`config.mk`:
```
export PLATFORM = sky130hd
export DESIGN_NAME = sm_addsub_pipe
export DESIGN_NICKNAME = d
export VERILOG_FILES = /design/src/rtl/sm_addsub_pipe.sv
export SDC_FILE = /design/constraint.sdc
export NUM_CORES = 1
export LEC_CHECK = 0
export ABC_AREA = 1
export ABC_CLOCK_PERIOD_IN_PS = 2000
export CAP_MARGIN = 20
export CELL_PAD_IN_SITES_DETAIL_PLACEMENT = 0
export CELL_PAD_IN_SITES_GLOBAL_PLACEMENT = 1
export CORE_MARGIN = 2
export CORE_UTILIZATION = 38
export CTS_BUF_LIST = sky130_fd_sc_hd__clkbuf_2
export CTS_CLUSTER_SIZE = 20
export DETAILED_ROUTE_END_ITERATION = 10
export PLACE_DENSITY_LB_ADDON = 0.1
export SLEW_MARGIN = 20
export SYNTH_ARGS = -nofsm -noshare
export SYNTH_HDL_FRONTEND = slang
export SYNTH_SLANG_ARGS = --single-unit
```
`constraint.sdc`:
```
create_clock -name clk -period 2 [get_ports clk]
set_input_delay 0.4 -clock clk [delete_from_list [all_inputs] [get_ports clk]]
set_output_delay 0.4 -clock clk [all_outputs]
set_load 0.02 [all_outputs]
```
`src/rtl/sm_addsub_pipe.sv`:
```
// sm_addsub_pipe -- two-stage elastic, multi-lane sign-magnitude add/subtract.
//
// Each W-bit lane is sign-magnitude: bit W-1 is the sign, bits W-2:0 the
// magnitude. All lanes share one valid/ready handshake on each side.
//
// Ports:
//   clk, rst_n          rising-edge clock, asynchronous active-low reset
//   in_valid/in_ready   input handshake (in_ready is combinational)
//   op[LANES]           per lane: 0 = a+b, 1 = a-b
//   sat                 1 = clamp magnitude on overflow, 0 = wrap
//   a, b                operands, lane i at [i*W +: W]
//   out_valid/out_ready output handshake
//   c                   results, same packing as a
//   zero, neg, overflow, cout   per-lane flags
module sm_addsub_pipe #(
  parameter int W     = 16,
  parameter int LANES = 2
) (
  input  logic               clk,
  input  logic               rst_n,
  input  logic               in_valid,
  output logic               in_ready,
  input  logic [LANES-1:0]   op,
  input  logic               sat,
  input  logic [LANES*W-1:0] a,
  input  logic [LANES*W-1:0] b,
  output logic               out_valid,
  input  logic               out_ready,
  output logic [LANES*W-1:0] c,
  output logic [LANES-1:0]   zero,
  output logic [LANES-1:0]   neg,
  output logic [LANES-1:0]   overflow,
  output logic [LANES-1:0]   cout
);

  localparam int MW = W - 1;

  logic                        s1_valid_q;
  logic                        s2_valid_q;
  logic                        s1_ready_s;

  logic [LANES-1:0]            s1_sa_d, s1_sa_q;
  logic [LANES-1:0]            s1_sb_d, s1_sb_q;
  logic [LANES-1:0]            s1_ge_d, s1_ge_q;
  logic [LANES-1:0][MW-1:0]    s1_ma_d, s1_ma_q;
  logic [LANES-1:0][MW-1:0]    s1_mb_d, s1_mb_q;
  logic                        s1_sat_q;

  logic [LANES-1:0][MW:0]      sum_s;
  logic [LANES-1:0][MW-1:0]    mag_s;
  logic [LANES-1:0]            sign_s;
  logic [LANES*W-1:0]          c_d, c_q;
  logic [LANES-1:0]            zero_d, zero_q;
  logic [LANES-1:0]            neg_d, neg_q;
  logic [LANES-1:0]            ovf_d, ovf_q;
  logic [LANES-1:0]            cout_d, cout_q;

  // Elastic handshake: a stage may load when it is empty or its content leaves.
  assign s1_ready_s = ~s2_valid_q | out_ready;
  assign in_ready   = ~s1_valid_q | s1_ready_s;

  // Operand decode: split sign/magnitude, fold -0 into +0, apply op to b's sign.
  always_comb begin
    s1_sa_d = '0;
    s1_sb_d = '0;
    s1_ge_d = '0;
    s1_ma_d = '0;
    s1_mb_d = '0;
    for (int i = 0; i < LANES; i++) begin
      s1_ma_d[i] = a[i*W +: MW];
      s1_mb_d[i] = b[i*W +: MW];
      s1_sa_d[i] = a[i*W + MW] & (|a[i*W +: MW]);
      s1_sb_d[i] = (b[i*W + MW] & (|b[i*W +: MW])) ^ op[i];
      s1_ge_d[i] = (a[i*W +: MW] >= b[i*W +: MW]);
    end
  end

  // Lane arithmetic on stage-1 contents; result sign is cleared for a zero magnitude.
  always_comb begin
    sum_s  = '0;
    mag_s  = '0;
    sign_s = '0;
    c_d    = '0;
    zero_d = '0;
    neg_d  = '0;
    ovf_d  = '0;
    cout_d = '0;
    for (int i = 0; i < LANES; i++) begin
      sum_s[i] = {1'b0, s1_ma_q[i]} + {1'b0, s1_mb_q[i]};
      if (s1_sa_q[i] == s1_sb_q[i]) begin
        sign_s[i] = s1_sa_q[i];
        ovf_d[i]  = sum_s[i][MW];
        cout_d[i] = sum_s[i][MW];
        if (sum_s[i][MW] & s1_sat_q) begin
          mag_s[i] = {MW{1'b1}};
        end else begin
          mag_s[i] = sum_s[i][MW-1:0];
        end
      end else if (s1_ge_q[i]) begin
        sign_s[i] = s1_sa_q[i];
        mag_s[i]  = s1_ma_q[i] - s1_mb_q[i];
        ovf_d[i]  = 1'b0;
        cout_d[i] = 1'b0;
      end else begin
        sign_s[i] = s1_sb_q[i];
        mag_s[i]  = s1_mb_q[i] - s1_ma_q[i];
        ovf_d[i]  = 1'b0;
        cout_d[i] = 1'b1;
      end
      zero_d[i]        = (mag_s[i] == {MW{1'b0}});
      neg_d[i]         = sign_s[i] & ~zero_d[i];
      c_d[i*W +: W]    = {neg_d[i], mag_s[i]};
    end
  end

  // Stage 1 register: captures decoded operands on an input transfer.
  always_ff @(posedge clk or negedge rst_n) begin
    if (!rst_n) begin
      s1_valid_q <= 1'b0;
      s1_sa_q    <= '0;
      s1_sb_q    <= '0;
      s1_ge_q    <= '0;
      s1_ma_q    <= '0;
      s1_mb_q    <= '0;
      s1_sat_q   <= 1'b0;
    end else if (in_ready) begin
      s1_valid_q <= in_valid;
      if (in_valid) begin
        s1_sa_q  <= s1_sa_d;
        s1_sb_q  <= s1_sb_d;
        s1_ge_q  <= s1_ge_d;
        s1_ma_q  <= s1_ma_d;
        s1_mb_q  <= s1_mb_d;
        s1_sat_q <= sat;
      end else begin
        s1_sat_q <= s1_sat_q;
      end
    end else begin
      s1_valid_q <= s1_valid_q;
    end
  end

  // Stage 2 register: holds result and flags stable until the consumer takes them.
  always_ff @(posedge clk or negedge rst_n) begin
    if (!rst_n) begin
      s2_valid_q <= 1'b0;
      c_q        <= '0;
      zero_q     <= '0;
      neg_q      <= '0;
      ovf_q      <= '0;
      cout_q     <= '0;
    end else if (s1_ready_s) begin
      s2_valid_q <= s1_valid_q;
      if (s1_valid_q) begin
        c_q    <= c_d;
        zero_q <= zero_d;
        neg_q  <= neg_d;
        ovf_q  <= ovf_d;
        cout_q <= cout_d;
      end else begin
        c_q <= c_q;
      end
    end else begin
      s2_valid_q <= s2_valid_q;
    end
  end

  assign out_valid = s2_valid_q;
  assign c         = c_q;
  assign zero      = zero_q;
  assign neg       = neg_q;
  assign overflow  = ovf_q;
  assign cout      = cout_q;

endmodule

```
Word-level counts from Yosys, hierarchy flattened

Cells that the tools add are included.
W data, S select, Z words.

Equal/unequal tests: 2
Reduce and logical (&&, ||, !) cells: 8
$lt $le $gt $ge: 2
Add/sub/neg operators: 6
Multiplexer cells: 16
Bitwise operators: 16

Operators by type and width:

| kind              | count |
|---|---|
| $mux W15          | 6 |
| $reduce_or A15 Y1 | 4 |
| $sub A15 B15 Y15  | 4 |
| $add A15 B15 Y16  | 2 |
| $ge A15 B15 Y1    | 2 |
| $logic_not A15 Y1 | 2 |
| $mux W1           | 10 |
| $and A1 B1 Y1     | 8 |
| $not A1 Y1        | 4 |
| $reduce_and A2 Y1 | 2 |
| $eq A1 B1 Y1      | 2 |
| $or A1 B1 Y1      | 2 |
| $xor A1 B1 Y1     | 2 |

Output and inout port bits: 42
Logic and storage cells: 65
Register bits: 109

Logic depth before layout (Yosys ltp)

Depth after elaboration: 7
Gate-level depth with buffers: 21
Depth with buffers taken out: 20

Worst setup path before layout

Ideal clock, no wire load.

Kind: register -> register
From: register s1_ma_q[15] (netlist name)
To: register c_q[31], in the netlist c[31]
Data arrival time: 2016 ps
Clock period less this slack: 2133 ps
Data required time: 1883 ps
Setup slack: -133 ps
Stages on the path, launching flop included: 16
Buffers on the path: 0
Path through: dfrtp_1 -> ha_1 -> fa_1 -> nand3_1 -> nand2_1 -> nand2_1 -> nand2_1 -> xor2_1 -> nand2_1 -> nand2_1 -> nor2_1 -> nand3_1 -> nor2_1 -> nand3_1 -> nand2_1 -> nand2_1

Word-level cells in the longest chain between the ends: 7

Ends and longest elaborated chain:

| what                     | RTL line | RTL |
|---|---|---|
| start: declaration       | 45       | `logic [LANES-1:0][MW-1:0] s1_ma_d, s1_ma_q;` |
| start signal: assignment | 132      | `s1_ma_q <= s1_ma_d;` |
| $add A15 B15 Y16         | 89       | `sum_s[i] = {1'b0, s1_ma_q[i]} + {1'b0, s1_mb_q[i]};` |
| $and A1 B1 Y1            | 94       | `if (sum_s[i][MW] & s1_sat_q) begin` |
| $mux W15                 | 94       |  |
| $mux W15 (*)             | 90       | `if (s1_sa_q[i] == s1_sb_q[i]) begin` |
| $logic_not A15 Y1 (*)    | 110      | `zero_d[i] = (mag_s[i] == {MW{1'b0}});` |
| $not A1 Y1 (*)           | 111      | `neg_d[i] = sign_s[i] & ~zero_d[i];` |
| $and A1 B1 Y1 (*)        | 111      |  |
| end signal: assignment   | 161      | `c_q <= c_q;` |
| end: declaration         | 52       | `logic [LANES*W-1:0] c_d, c_q;` |

Mark *: on every way between the ends. The rest lies on a longest branch, timed or not.
A chain may end at the register's enable or synchronous reset.

Worst setup path after layout

From: register s1_mb_q[5] (netlist name)
To: register c_q[15], in the netlist c[15]

Word-level cells in the longest chain between the ends: 7

Ends and longest elaborated chain:

| what                     | RTL line | RTL |
|---|---|---|
| start: declaration       | 46       | `logic [LANES-1:0][MW-1:0] s1_mb_d, s1_mb_q;` |
| start signal: assignment | 133      | `s1_mb_q <= s1_mb_d;` |
| $add A15 B15 Y16         | 89       |  |
| $and A1 B1 Y1            | 94       |  |
| $mux W15                 | 94       |  |
| $mux W15 (*)             | 90       |  |
| $logic_not A15 Y1 (*)    | 110      |  |
| $not A1 Y1 (*)           | 111      |  |
| $and A1 B1 Y1 (*)        | 111      |  |

Marks and branches as above.

==> summary.md <==
The run finished, with violations left. The checks that failed: setup timing. Static leakage: 0.008778 uW. The worst pin sits at a relative slew slack of 47.37%.

Yosys printed 0 warnings. Synthesized netlist cell count: 1699. At the end of the flow the core is filled with cells to 60.69%. In this run, CTS created clock tree buffers numbering 9.

The finished layout holds 2531 standard cells, fillers aside. The initial antenna violation count came out at 1. STA classifies the critical path endpoint as a flop.

The average wire per cell in the routed design is 15.00 um, and the switching part of the total is 47.46%. The average size of a mapped cell came out at 6.286 sq um. At the end of routability-driven placement, the weighted congestion stood at 0.8874. After layout, the minimum clock period comes to 2.399 ns. The detail route stage leaves a number of antenna-violating nets equal to 0. The tools report the clock group share of total power as 8.1%. Setup slack on the worst reg-to-reg path comes out at -0.40 ns. The share of total power dissipated in sequential elements is 18.7%. The layout overhead on the synthesized area is 57.44%. The cell chosen for the clock root is clkbuf_2.

Number of DRC violations after detailed-routing iteration 0: 629. The sum of net half-perimeters after detailed placement is 30910 um, and the power density relative to cell area is 985.3 nW/um^2. For the worst setup path, the data required time is 2.60 ns. The worst path uses 119.9% of the clock period. The final-report max-slew violation count was 0; the hold violation count in the final report was 0. Clock skew on the completed layout was measured at 0.08339 ns. TritonCTS built the clock tree. Detailed routing inserted a total of 12208 vias. After detailed routing, the number of remaining DRC violations is 0. The fraction of registers with async set or reset after synthesis is 100.0%, and the clock slew at the register clock pins of the worst setup and hold paths is 0.40 ns.

In this run, the combinational gates consume 73.1% of the power. Clock latency on the worst-skew pair, taken at its later pin, is 0.72 ns. After global routing the overflow that remains totals 0. For the number of primary I/O pins, the log shows 113. The number of buffers added on ports was 112; the layout cell share with drive strength beyond 1 was 35.73%. The clock drives 107 sinks. In the routed layout, each cell is associated on average with a via count of 4.823. Summed over all layers, the routed wires come to 37960 um.

The critical path is of the reg -> reg type. Setup violations remaining at the end of the flow were counted as 36. The horizontal extent of the die was 171.7 um; the worst-case vdd ir drop was 0.3765 mV. After detailed placement, the design holds a cell count of 2459. STA puts the critical path data arrival time at 3.00 ns. In this run the core area contains 61 standard-cell rows. Once layout is done, the placed cells without fillers occupy 16810 sq um. Summed instance area of the synthesized netlist: 10680 sq um. The maximum number of pins on one net before global-route repair is 73, and the floorplan core area is 27710 sq um. The number of cells on the worst reg-to-reg path is 17.

The synthesized netlist contains 43 unique library cells. For the via count of the first global-routing pass, the log shows 11371. After the last flow step, the layout net total stands at 2344. The design internal power was 8703 uW; the number of maximum-capacitance constraint violations was 0. Setup repair after global routing could not meet its margin everywhere.

The area after detailed placement was 14700 sq um. Across all hold checks on the routed design, the worst slack comes to 0.1437 ns. Once the floorplan was initialized, standard cells occupied 38.55% of the core. No sink is reached through more buffers than the 2 on the longest clock path. Worst-case setup margin in the final layout: -0.3986 ns.

Timing analysis after detailed placement gives a worst setup slack of -0.4545 ns. Yosys mapped a number of flops with a built-in enable equal to 0. The pre-antenna-repair detailed-routing pass consisted of 5 iterations. The tools report the total track usage as 25.84%. The floorplan step defined a die boundary enclosing 29460 sq um.

The count of H-tree levels built during CTS was 3; the sequential-to-total area share from yosys stat was 25.07%. In this run the worst hold path is classified as in -> async. The post-synthesis sequential element count came out at 107. The tools report the critical path startpoint category as a flop. For this design the total switching power over the nets is 7863 uW. The peak clock frequency supported by timing was 416.9 MHz. In the synthesized netlist the dominant register cell turns out to be dfrtp_1. When the netlist entered floorplanning its net count stood at 1896. The maximum fanout count along the critical path was 7. The transition at the pin with the smallest max-transition slack came out at 0.7894 ns. Global-route wire length before repair: 59410 um. The y dimension of the die is 171.7 um.
## sequential cells by signal (all words and copies together), names as in the netlist
name        flops
c              32
cout            2
out_valid       1
overflow        2
s1_ge_q         2
s1_ma_q        30
s1_mb_q        30
s1_sa_q         2
s1_sat_q        1
s1_sb_q         2
s1_valid_q      1
zero            2
## cell usage after synthesis (2+ instances only)
| library cell | number | area share (%) |
|---|---|---|
| o21ai_0 | 110 | 5.2 |
| nor3_1 | 16 | 0.75 |
| nand2_2 | 4 | 0.23 |
| nand4_1 | 29 | 1.7 |
| nor2_1 | 108 | 3.8 |
| fa_1 | 6 | 1.1 |
| nor4_1 | 8 | 0.47 |
| xor2_1 | 8 | 0.66 |
| nand3_1 | 145 | 6.8 |
| clkbuf_2 | 2 | 0.094 |
| o22a_1 | 2 | 0.16 |
| o21bai_1 | 4 | 0.28 |
| o21a_1 | 3 | 0.21 |
| a31oi_1 | 9 | 0.53 |
| ha_1 | 120 | 14 |
| inv_1 | 254 | 8.9 |
| and2_1 | 5 | 0.29 |
| dfrtp_1 | 107 | 25 |
| clkbuf_1 | 23 | 0.81 |
| nand2_1 | 589 | 21 |
| o21ai_1 | 2 | 0.094 |
| buf_4 | 12 | 0.84 |
| nor2_2 | 8 | 0.47 |
| a21o_1 | 3 | 0.21 |
| buf_2 | 12 | 0.56 |
| a21oi_2 | 3 | 0.25 |
| a21oi_1 | 72 | 3.4 |
| or2_2 | 2 | 0.12 |
| inv_2 | 14 | 0.49 |
| buf_1 | 2 | 0.070 |
| nand2_4 | 2 | 0.21 |
| xnor2_1 | 2 | 0.16 |
| nand3b_1 | 3 | 0.21 |
## per-layer routing
| metal | vias up | share of wire (%) | global-route usage, % |
|---|---|---|---|
| met5 | - | 0 | 0 |
| li1 | 6292 | - | - |
| met1 | 5612 | 54 | 40.94 |
| met2 | 289 | 41 | 38.34 |
| met3 | 15 | 4.4 | 2.347 |
| met4 | 0 | 0.62 | 3.427 |
## metrics by stage
| stage | TNS, ns | total power, uW |
|---|---|---|
| 2_1_floorplan | -0.1311 | 8432 |
| 3_3_place_gp | -9.334 | 13060 |
| 3_5_place_dp | -10.44 | 13130 |
| 4_1_cts | -5.763 | 15660 |
| 5_1_grt | -11.36 | 17890 |
| 6_report | -7.163 | 16570 |
## cells by family after synthesis
kind of cell / count (synthesis) / synth area share, %
simple gates: 923 / 36.18
buf+inv: 319 / 11.80
compound gates: 212 / 10.54
fa+ha+maj: 126 / 15.18
flops: 107 / 25.07
xor+xnor: 12 / 1.230
## worst max-delay path, cell delays in order (launching register included)
cell,delay (ns)
dfrtp_1,0.51
ha_4,0.35
buf_6,0.12
inv_4,0.03
nand2_4,0.06
inv_2,0.04
a21oi_2,0.14
nand2_2,0.09
nand2_2,0.10
nand2_4,0.10
nand3_4,0.13
nand2_2,0.07
nor2_2,0.12
nand2_1,0.06
nor2_1,0.09
nand3_1,0.06
o21ai_1,0.13
nand2_1,0.06
## cells in the final DEF, fill, tap and decap left out, types with 5 or more instances in the layout
cell	n
nand3_1	97
a21oi_1	47
nor2_4	12
nand2_2	86
clkbuf_2	9
ha_2	5
ha_4	33
nand3_4	7
nor4_1	8
clkdlybuf4s50_1	69
nor2_2	29
o21ai_1	10
dfrtp_1	99
inv_1	208
nand2_1	494
ha_1	82
nand2_4	14
inv_2	54
nor3_2	9
o21ai_2	26
dlygate4sd2_1	40
nor2_1	76
buf_6	51
nand4_1	29
fa_2	6
nor3_1	6
and2_1	5
inv_4	6
o21ai_0	75
xor2_1	8
buf_12	13
nand3_2	44
a21oi_2	25
buf_4	311
a31oi_1	9
dfrtp_2	8
## layout make-up
type                    count  area [sq um]
multi-input cells        1275          8238
diodes                      1         2.502
clock buffers               9         45.04
inverters                 268          1021
well taps                 378         473.0
fillers                  2722         10890
flip-flops and latches    107          2688
repair buffers            486          4232
clock inverters             7         116.4
## path summary, 6_finish.rpt
check | start | end
max in group asynchronous | rst_n | c[22]$_DFFE_PN0P_
worst max-delay path | s1_mb_q[5]$_DFFE_PN0P_ | c[15]$_DFFE_PN0P_
worst min-delay path | rst_n | s1_ma_q[14]$_DFFE_PN0P_
worst max register to register | s1_mb_q[5]$_DFFE_PN0P_ | c[15]$_DFFE_PN0P_
min in group clk | sat | s1_sat_q$_DFFE_PN0P_
worst min register to register | c[23]$_DFFE_PN0P_ | c[23]$_DFFE_PN0P_
## power by group through the flow
| stage | combinational, uW | clock [uW] | sequential [uW] |
|---|---|---|---|
| after floorplan | 4890 | 0 | 3540 |
| after global placement | 9990 | 0 | 3070 |
| after detailed placement | 10000 | 0 | 3110 |
| after CTS | 11200 | 1380 | 3100 |
| after global routing | 13300 | 1440 | 3170 |
| final | 12100 | 1340 | 3110 |
## timing repair
action,in CTS,in global routing
hold buffers,1,0
endpoints found under the hold margin,104,0
gates resized for setup,330,167
cloned,2,0
pin swaps,101,96
setup buffers,42,23
setup endpoints to repair,80,38
Power figures use the tool's default switching activity.
